`src/rtl/fifo_interface_buffer_if.sv`:
```
// FIFOInterface handshake bundle: data word, enable (valid) and ready.
// The producer drives through master; the consumer side uses slave.
interface fifo_interface_buffer_if #(
    parameter int unsigned num_bits = 16
) ();
    logic [num_bits-1:0] data;
    logic                enable;
    logic                ready;

    modport master (output data, output enable, input ready);
    modport slave  (input data, input enable, output ready);
endinterface

```
`src/rtl/fifo_interface_buffer.sv`:
```
// Single-clock first-word-fall-through FIFO with FIFOInterface handshakes on both sides.
// Optional occupancy output enabled by defining FIFO_INTERFACE_BUFFER_COUNT_EN.
module fifo_interface_buffer #(
    parameter int unsigned num_bits = 16,
    parameter int unsigned depth    = 16
) (
    input  logic                          clk,
    input  logic                          reset,
    fifo_interface_buffer_if.slave        in_if,
    fifo_interface_buffer_if.master       out_if,
    output logic                          empty,
    output logic                          full
`ifdef FIFO_INTERFACE_BUFFER_COUNT_EN
    ,
    output logic [$clog2(depth):0]        count
`endif
);
    localparam int unsigned addr_w = $clog2(depth);
    localparam int unsigned ptr_w  = addr_w + 1;

    logic [num_bits-1:0] mem [depth];
    logic [ptr_w-1:0]    wr_ptr;
    logic [ptr_w-1:0]    rd_ptr;
    logic                active;
    logic                wr_en;
    logic                rd_en;

    assign wr_en = in_if.enable && in_if.ready;
    assign rd_en = out_if.enable && out_if.ready;

    // Pointer MSB is a wrap bit so equal low bits distinguish empty from full.
    assign empty = (wr_ptr == rd_ptr);
    assign full  = (wr_ptr[addr_w-1:0] == rd_ptr[addr_w-1:0]) &&
                   (wr_ptr[addr_w] != rd_ptr[addr_w]);

    // Ready only rises on the first edge after reset release.
    assign in_if.ready   = active && !full;
    assign out_if.enable = !empty;
    assign out_if.data   = mem[rd_ptr[addr_w-1:0]];

    always_ff @(posedge clk or negedge reset) begin
        if (!reset) begin
            wr_ptr <= '0;
            rd_ptr <= '0;
            active <= 1'b0;
        end else begin
            active <= 1'b1;
            if (wr_en) wr_ptr <= wr_ptr + ptr_w'(1);
            if (rd_en) rd_ptr <= rd_ptr + ptr_w'(1);
        end
    end

    // Storage array deliberately has no reset.
    always_ff @(posedge clk) begin
        if (wr_en) mem[wr_ptr[addr_w-1:0]] <= in_if.data;
    end

`ifdef FIFO_INTERFACE_BUFFER_COUNT_EN
    assign count = wr_ptr - rd_ptr;
`endif

endmodule

```
`src/flat_wrapper.sv`:
```
// flat-port wrapper written by rule: the top's interface ports become plain ports
module fifo_interface_buffer_flat 
#(
    parameter int unsigned num_bits = 16,
    parameter int unsigned depth    = 16
)
  (clk, reset, empty, full, in_if_data, in_if_enable, in_if_ready, out_if_data, out_if_enable, out_if_ready);
  fifo_interface_buffer_if #(.num_bits(num_bits)) in_if_i ();
  fifo_interface_buffer_if #(.num_bits(num_bits)) out_if_i ();
  input  logic clk;
  input  logic reset;
  output logic empty;
  output logic full;
  input wire logic [$bits(in_if_i.data)-1:0] in_if_data;
  input wire logic [$bits(in_if_i.enable)-1:0] in_if_enable;
  output wire logic [$bits(in_if_i.ready)-1:0] in_if_ready;
  output wire logic [$bits(out_if_i.data)-1:0] out_if_data;
  output wire logic [$bits(out_if_i.enable)-1:0] out_if_enable;
  input wire logic [$bits(out_if_i.ready)-1:0] out_if_ready;
  assign in_if_i.data = in_if_data;
  assign in_if_i.enable = in_if_enable;
  assign in_if_ready = in_if_i.ready;
  assign out_if_data = out_if_i.data;
  assign out_if_enable = out_if_i.enable;
  assign out_if_i.ready = out_if_ready;
  fifo_interface_buffer #(.num_bits(num_bits), .depth(depth)) u_core (.clk(clk), .reset(reset), .in_if(in_if_i), .out_if(out_if_i), .empty(empty), .full(full));
endmodule
```
`config.mk`:
```
export PLATFORM = sky130hd
export DESIGN_NAME = fifo_interface_buffer_flat
export DESIGN_NICKNAME = d
export VERILOG_FILES = /design/src/rtl/fifo_interface_buffer_if.sv /design/src/rtl/fifo_interface_buffer.sv /design/src/flat_wrapper.sv
export SDC_FILE = /design/constraint.sdc
export NUM_CORES = 1
export LEC_CHECK = 0
export ABC_AREA = 1
export CAP_MARGIN = 20
export CORE_UTILIZATION = 35
export CTS_CLUSTER_SIZE = 25
export DETAILED_ROUTE_END_ITERATION = 10
export SYNTH_ARGS = -nofsm -noshare
export SYNTH_HDL_FRONTEND = slang
export SYNTH_SLANG_ARGS = --single-unit
```
`constraint.sdc`:
```
create_clock -name clk -period 3.4 [get_ports clk]
set_input_delay 0.68 -clock clk [delete_from_list [all_inputs] [get_ports clk]]
set_output_delay 0.68 -clock clk [all_outputs]
set_load 0.02 [all_outputs]
```
==> Word level (Yosys, flattened, before mapping) <==
Memories as Yosys holds them, arrays and structs flattened.
Index checks and enable logic that the tools add are counted.
{ "totals": {"ff_bits": 11, "ram_bits": 256, "input_bits": 20, "output_inout_bits": 20, "elab_cells": 17, "mem_count": 1} }
{ "op_classes": {"add_sub_neg": 2, "eq_ne": 3, "mux": 2, "n_reduce_logical": 6} }
{ "mem_list": {"columns": ["name", "words", "width", "rd", "rd_clocked_by_memory_dff", "write_ports", "line_no", "rtl"], "rows": [
  ["u_core.mem", 16, 16, 1, 0, 1, "fifo_interface_buffer.sv:21", "logic [num_bits-1:0] mem [depth];"]
]} }
{ "op_table": {"columns": ["cell", "n"], "rows": [
  ["adder 5 x 1 -> 5 bit (second input constant)", 2],
  ["equality test 5 bit", 1],
  ["equality test 4 bit", 1],
  ["logical AND 1 bit", 4],
  ["zero test 1 bit", 2],
  ["two-way mux 1 bit", 2],
  ["!= test 1 bit", 1]
]} }

==> Logic depth before layout (Yosys ltp) <==
Gate-level depths: netlist (run 1).
{ "depth": {"word_depth": 7, "mapped_depth": 10, "ltp_nobuf": 8} }

==> Worst setup path after synthesis (run 1) <==
No wires, ideal clock.
{ "synth_timing": {"path_type": "flip-flop to flip-flop", "startpoint": "register u_core.rd_ptr[0]", "endpoint": "memory u_core.mem[12][0] (enable)", "setup_ns": 0.388, "arrival_ns": 1.916, "required_time_ns": 3.012, "slack_ns": 1.095, "stages_incl_launch_ff": 10, "period_less_slack_ns": 2.305, "cell_sequence": "dfrtp_1 inv_2 buf_4 nand2_1 nand2_1 nor2_4 nand3_2 nand3_2 buf_4 nor2_1"} }
{ "synth_via": {"elab_chain_cells": 7} }
{ "synth_lines": {"columns": ["item", "line_no", "rtl"], "rows": [
  ["start: declaration", "fifo_interface_buffer.sv:23", "logic [ptr_w-1:0] rd_ptr;"],
  ["start signal: assignment", "fifo_interface_buffer.sv:49", "if (rd_en) rd_ptr <= rd_ptr + ptr_w'(1);"],
  ["equality test 4 bit", "fifo_interface_buffer.sv:33", "assign full = (wr_ptr[addr_w-1:0] == rd_ptr[addr_w-1:0]) &&"],
  ["logical AND 1 bit", "fifo_interface_buffer.sv:33", null],
  ["zero test 1 bit", "fifo_interface_buffer.sv:37", "assign in_if.ready = active && !full;"],
  ["logical AND 1 bit", "fifo_interface_buffer.sv:37", null],
  ["logical AND 1 bit", "fifo_interface_buffer.sv:28", "assign wr_en = in_if.enable && in_if.ready;"],
  ["two-way mux 1 bit", "fifo_interface_buffer.sv:55", "if (wr_en) mem[wr_ptr[addr_w-1:0]] <= in_if.data;"],
  ["two-way mux 1 bit (implied by the code)", "fifo_interface_buffer.sv:55", null],
  ["end: declaration", "fifo_interface_buffer.sv:21", null]
]} }
No other way between the ends.

==> Worst setup path in the final report (run 1) <==
{ "layout_timing": {"startpoint": "register u_core.rd_ptr[0]", "endpoint": "output port empty"} }
{ "layout_via": {"elab_chain_cells": 1} }
{ "layout_lines": {"columns": ["item", "line_no", "rtl"], "rows": [
  ["equality test 5 bit", "fifo_interface_buffer.sv:32", "assign empty = (wr_ptr == rd_ptr);"],
  ["end: declaration", "flat_wrapper.sv:12", "output logic empty;"]
]} }
No other way between the ends.

==> results.cfg, run 1 <==
[setup_path]
reg2reg_slack_ps = 930
required_ps = 2720
rr_worst_depth = 10
critPathMaxFanout = 46
worstPathArrival_ps = 2570
worstSetupEndpointType = output port
cp-start-kind = flip-flop
path_class = flip-flop to output port

[timing]
layout_min_cycle_time_ps = 3250
rsz0062_at_grt = no
fmax_mhz = 308
worst_pin_slew_ps = 620
slew_violations = 0
relSlewSlack = 0.586
clock-skew-final_ps = 6.10
setup_violations = 0
setup_tns_ps = 0
min_period_over_period = 0.955
finalHoldViolCount = 0

[die]
io_pins = 40
die_y_um = 179
die_w_um = 179
die_area_mm2 = 0.0319
core-area_mm2 = 0.0307
rows = 64
start_util = 0.356

[route]
ant_nets = 0
wirelength_um = 27000
drcViolationCount = 0
dr.pass1.iters = 7
dr_total_vias = 7093
drt_iter0_markers = 693
drt-vias-per-instance = 5.05
wl_per_cell_um = 19.2

[clocking]
cts_buffers = 27
clk_path_buf_depth = 3
cts_tree = yes
cts_htree_levels = 1
clock_latency_ps = 520
cts-root-buf = clkbuf_16
clkTransAtPathRegs_ps = 60
clock-sinks = 267
cts_hold_buf = 0

[placement]
numPortBuffers = 39
place_area_mm2 = 0.0120
gp_congestion = 0.745
hpwl_um = 14800
post-place-cells = 1350

[synthesis]
yosysTopAreaCell = edfxtp_1
netlist_area_mm2 = 0.0109
synth_top_flop_cell = edfxtp_1
synth.area.top_cells = edfxtp_1 (70%), nor2_1 (7.9%), o21ai_0 (6.5%), nand2_1 (4.4%), dfrtp_1 (2.5%)
ys_async_sr_fraction = 0.0412
syn_inst = 932
synth_fp_nets = 957
yosys-top-cells-count = edfxtp_1 (256), nor2_1 (229), o21ai_0 (142)
synth_edf_count = 256
netlist.area_leader.share = 0.703
synth-seq-area-share = 0.728
synth_most_common_cell = edfxtp_1
synth_warnings = 0
synth_area_per_cell_um2 = 11.7
synth_cell_types = 24
synth_seq_cells = 267

[power]
leakage_nw = 4.59
p_per_area_mw_per_mm2 = 822
ir_worst_vdd_uv = 576

[global_route]
met3_usage = 0.0199
grt_use_total = 0.173
grt_pass1_vias = 6625
grt_pass1_wl_um = 40700
antenna_found_initial = 0
busiest_layer = met2
grt_max_degree = 58
overflow = 0
grt_use_met1 = 0.254
use_met2 = 0.271

[run]
drv_cap = 0

[finish]
layout.cells.non_filler = 1404
antenna_cells = 0
fin_nets = 1013
fin_area_mm2 = 0.0129
post-route-util = 0.420
synthToLayoutAreaGrowth_pct = 17.9
drive_gt1_frac = 0.105

[worst_hold_path]
min_path_type = input pin to asynchronous set/reset pin

[run_status]
status = finished, final reports clean
sequential cells by signal (all words and copies together) (netlist names):
register	count
u_core.wr_ptr	5
u_core.rd_ptr	5
u_core.active	1
u_core.mem	256
power breakdown:
group	internal [mW]	total (mW)	leakage (nW)	switching, mW
combinational	1.36	3.90	1.73	2.55
sequential	3.79	3.92	2.44	0.131
clock	1.59	2.77	0.415	1.18
total	6.74	10.6	4.59	3.86
layer usage:
layer / wire, um / part of all wire
met1: 12700 / 0.47
met2: 12400 / 0.46
met3: 1340 / 0.050
met4: 559 / 0.021
met5: 0 / 0
final timing paths:
kind                             startpoint          endpoint
max                        u_core.rd_ptr[0]             empty
min                                   reset  u_core.rd_ptr[4]
max reg2reg                u_core.rd_ptr[0]  u_core.mem[8][2]
min reg2reg                u_core.rd_ptr[3]  u_core.rd_ptr[3]
max in group asynchronous             reset  u_core.rd_ptr[1]
min in group clk           u_core.rd_ptr[3]  u_core.rd_ptr[3]
logic make-up after synthesis:
logic type	after synthesis	synth area share
buffers and inverters	81	0.0310
xor gates and xnor gates	6	0.00481
other	1	0.000343
adders and majority gates	5	0.00572
and+or+nand+nor	395	0.143
DFF	267	0.728
AOI/OAI and AO/OA	177	0.0870
stage by stage:
| step | hold WS, ps | setup WS (ps) | total power, mW |
|---|---|---|---|
| 2_1_floorplan | 384 | 1100 | 6.31 |
| 3_3_place_gp | 526 | 499 | 7.83 |
| 3_5_place_dp | 531 | 479 | 7.86 |
| 4_1_cts | 508 | 2.30 | 10.7 |
| 5_1_grt | 543 | 12.6 | 11.2 |
| 6_report | 503 | 154 | 10.6 |
cell usage in the layout (no fill, tap or decap), types with 7 or more instances in the layout:
cell type / synthesis / routed
edfxtp_1: 256 / 256
clkbuf_16: 0 / 27
dlygate4sd2_1: 0 / 7
o21ai_0: 142 / 142
clkinv_2: 0 / 12
o21ai_1: 9 / 9
dfrtp_1: 11 / 9
nor2_2: 0 / 17
clkdlybuf4s50_1: 0 / 21
dlymetal6s2s_1: 0 / 11
nand2_1: 128 / 128
nor2_1: 229 / 212
inv_1: 26 / 26
buf_4: 2 / 30
nand3_1: 28 / 27
o211ai_1: 26 / 26
clkinv_1: 1 / 9
what timing repair did:
item / in CTS / in global routing
setup buffers: 1 / 3
pin swaps: 0 / 1
resized for setup: 12 / 13
setup endpoints to repair: 14 / 12
gates cloned: 1 / 0
hold endpoints to repair: 0 / 0
final cells by class:
type                            instances  area [um^2]
Clock buffer                           28          679
Clock inverter                         21          144
Fill cell                            2834        17800
Inverter                               30          115
Multi-Input combinational cell        584         2680
Sequential cell                       267         7970
Tap cell                              396          495
Timing Repair Buffer                   78          810
worst max-delay path: stages, from the launching register on:
cell and delay [ps]:
dfrtp_4 520, clkinv_2 180, buf_12 230, nand2_1 80
nand2_1 80, nor2_4 120, nand3_2 160, inv_1 80
clkdlybuf4s50_1 600
Power figures use the tool's default switching activity.
==> run 2: changes to the inputs <==
--- a/config.mk
+++ b/config.mk
@@ -8,6 +8,7 @@
 export ABC_AREA = 1
 export CAP_MARGIN = 20
 export CORE_UTILIZATION = 35
+export CTS_CLUSTER_DIAMETER = 100
 export CTS_CLUSTER_SIZE = 25
 export DETAILED_ROUTE_END_ITERATION = 10
 export SYNTH_ARGS = -nofsm -noshare
==> run 2 against run 1 <==
Compared with the run above:
- first-iteration DRC count is 8.4% lower
- via count shrank 1.5%
- clock-buffer cell count shrank 9
- register-to-register slack worse by 30 ps
- wire length shrank 0.73%
- flip-flop and latch count unchanged
- combinational power up 2%
- cell area decreased by 3.2%
- largest power group is now combinational cells
==> results.cfg, run 2 (same netlist as run 1, synthesis figures left out) <==
[run_status]
status = finished, final reports clean

[clocking]
cts_htree_levels = 1
cts-root-buf = clkbuf_16
cts_buffers = 14
clkTransAtPathRegs_ps = 100
cts_hold_buf = 0
clk_path_buf_depth = 3
clock-sinks = 267
cts_tree = yes
clock_latency_ps = 500

[timing]
slew_violations = 0
rsz0062_at_grt = no
fmax_mhz = 305
clock-skew-final_ps = 22.9
worst_pin_slew_ps = 642
layout_min_cycle_time_ps = 3280
relSlewSlack = 0.571
setup_tns_ps = 0
finalHoldViolCount = 0
min_period_over_period = 0.965
setup_violations = 0

[setup_path]
r2r_start = u_core.rd_ptr[0]
crit_path_start = u_core.rd_ptr[2]
rr_worst_depth = 10
required_ps = 2720
worstSetupEndpointType = output port
crit_path_max_incr_delay_ps = 620
reg2reg_slack_ps = 900
cp-start-kind = flip-flop
crit_path_end = out_if_data[10]
crit_path_cell_trace = buf_6 -> inv_2 -> buf_4 -> o211ai_1 -> nand3_1 -> nand2_1 -> clkdlybuf4s50_1
critPathMaxFanout = 11
worstPathArrival_ps = 2600
crit_slowest_cell = clkdlybuf4s50_1
r2r_end = u_core.mem[8][6]
path_class = flip-flop to output port

[route]
ant_nets = 0
drt-vias-per-instance = 5.08
wirelength_um = 26800
dr.pass1.iters = 4
drcViolationCount = 0
drt_iter0_markers = 635
dr_total_vias = 6984
wl_per_cell_um = 19.5

[power]
seqPwrFrac = 0.403
p_sw_mw = 3.69
ir_worst_vdd_uv = 589
p_per_area_mw_per_mm2 = 777
p_int_mw = 6.01
leakage_nw = 4.35
pwr-share-clk = 0.186
combPwrFrac = 0.411
switching_share = 0.380

[finish]
fillers = 2861
largest_register_ffs = 256
drive_gt1_frac = 0.0857
fin_nets = 1001
synthToLayoutAreaGrowth_pct = 14.2
antenna_cells = 0
post-route-util = 0.407
final_cell_mix = edfxtp_1 (256), nor2_1 (212), o21ai_0 (142)
final_common_cell = edfxtp_1

[global_route]
grt_use_total = 0.171
grt_max_degree = 58
grt_pass1_wl_um = 40200
antenna_found_initial = 0
overflow = 0
grt_pass1_vias = 6454

[die]
rows = 64
die_y_um = 179
start_util = 0.356
die_w_um = 179
die_area_mm2 = 0.0319
core-area_mm2 = 0.0307
io_pins = 40

[placement]
gp_congestion = 0.745
hpwl_um = 14800
numPortBuffers = 39

[run]
drv_cap = 0

[worst_hold_path]
min_path_type = input pin to asynchronous set/reset pin
## run 2: cell count changes in the layout (fill, tap and decap cells not counted), sizes merged
cell           previous run  this run
buf                      38        40
bufbuf                    1         0
bufinv                    2         0
clkbuf                   28        19
clkdlybuf4s50            21        26
clkinv                   21         1
clkinvlp                  0         1
dlygate4sd2               7         2
inv                      28        29
## run 2: metrics by stage
| stage | setup slack [ps] | instance area (um^2) | hold slack (ps) | std cells | power [mW] |
|---|---|---|---|---|---|
| after floorplan | 1100 | 10900 | 384 | 932 | 6.31 |
| after global placement | 499 | 12000 | 526 | 1350 | 7.83 |
| after detailed placement | 479 | 12000 | 531 | 1350 | 7.86 |
| after CTS | 0.284 | 12400 | 527 | 1372 | 9.74 |
| after global routing | 0.310 | 12500 | 561 | 1376 | 10.3 |
| final | 120 | 12500 | 521 | 1376 | 9.69 |
## run 2: power by group through the flow
| stage | clock [mW] | combinational, mW | sequential (mW) |
|---|---|---|---|
| floorplan | 0 | 2.39 | 3.92 |
| global placement | 0 | 3.82 | 4.02 |
| detailed placement | 0 | 3.83 | 4.02 |
| CTS | 1.86 | 3.95 | 3.93 |
| global route | 1.95 | 4.40 | 3.92 |
| finish | 1.81 | 3.98 | 3.91 |
## run 2: metal layers
metal | part of all wire | vias to the layer above | GRT usage
li1 | - | 3322 | -
met1 | 0.48 | 3468 | 0.253
met2 | 0.46 | 167 | 0.271
met4 | 0.019 | 0 | 0.0388
met5 | 0 | - | 0
met3 | 0.044 | 27 | 0.0191
## run 2: how the worst min path moves through the flow
stage                        to  slack (ps)  cells after the start
2_1_floorplan     u_core.active         380                      0
3_3_place_gp   u_core.rd_ptr[4]         530                      2
3_5_place_dp   u_core.rd_ptr[3]         530                      2
4_1_cts        u_core.rd_ptr[4]         530                      1
5_1_grt        u_core.rd_ptr[4]         560                      1
6_report       u_core.rd_ptr[4]         520                      1
## run 2: cell type report
type                            instances  area, um^2  area share
Sequential cell                       267        7970       0.639
Multi-Input combinational cell        584        2680       0.215
Timing Repair Buffer                   79         821      0.0658
Tap cell                              396         495      0.0397
Clock buffer                           19         390      0.0313
Inverter                               30         118     0.00942
Clock inverter                          1        8.76    0.000702
## run 2: critical path, delay by kind of cell, from the launching register on
kind | cells | cell delay [ps]
AOI/OAI and AO/OA | 1 | 110
buffers and inverters | 4 | 1220
DFF | 1 | 470
and+or+nand+nor | 2 | 280
## run 2: what timing repair did
action	4_1_cts	5_1_grt
gates cloned	1	0
resized for setup	6	15
setup buffers	1	4
pin swaps	0	1
setup endpoints to repair	11	17
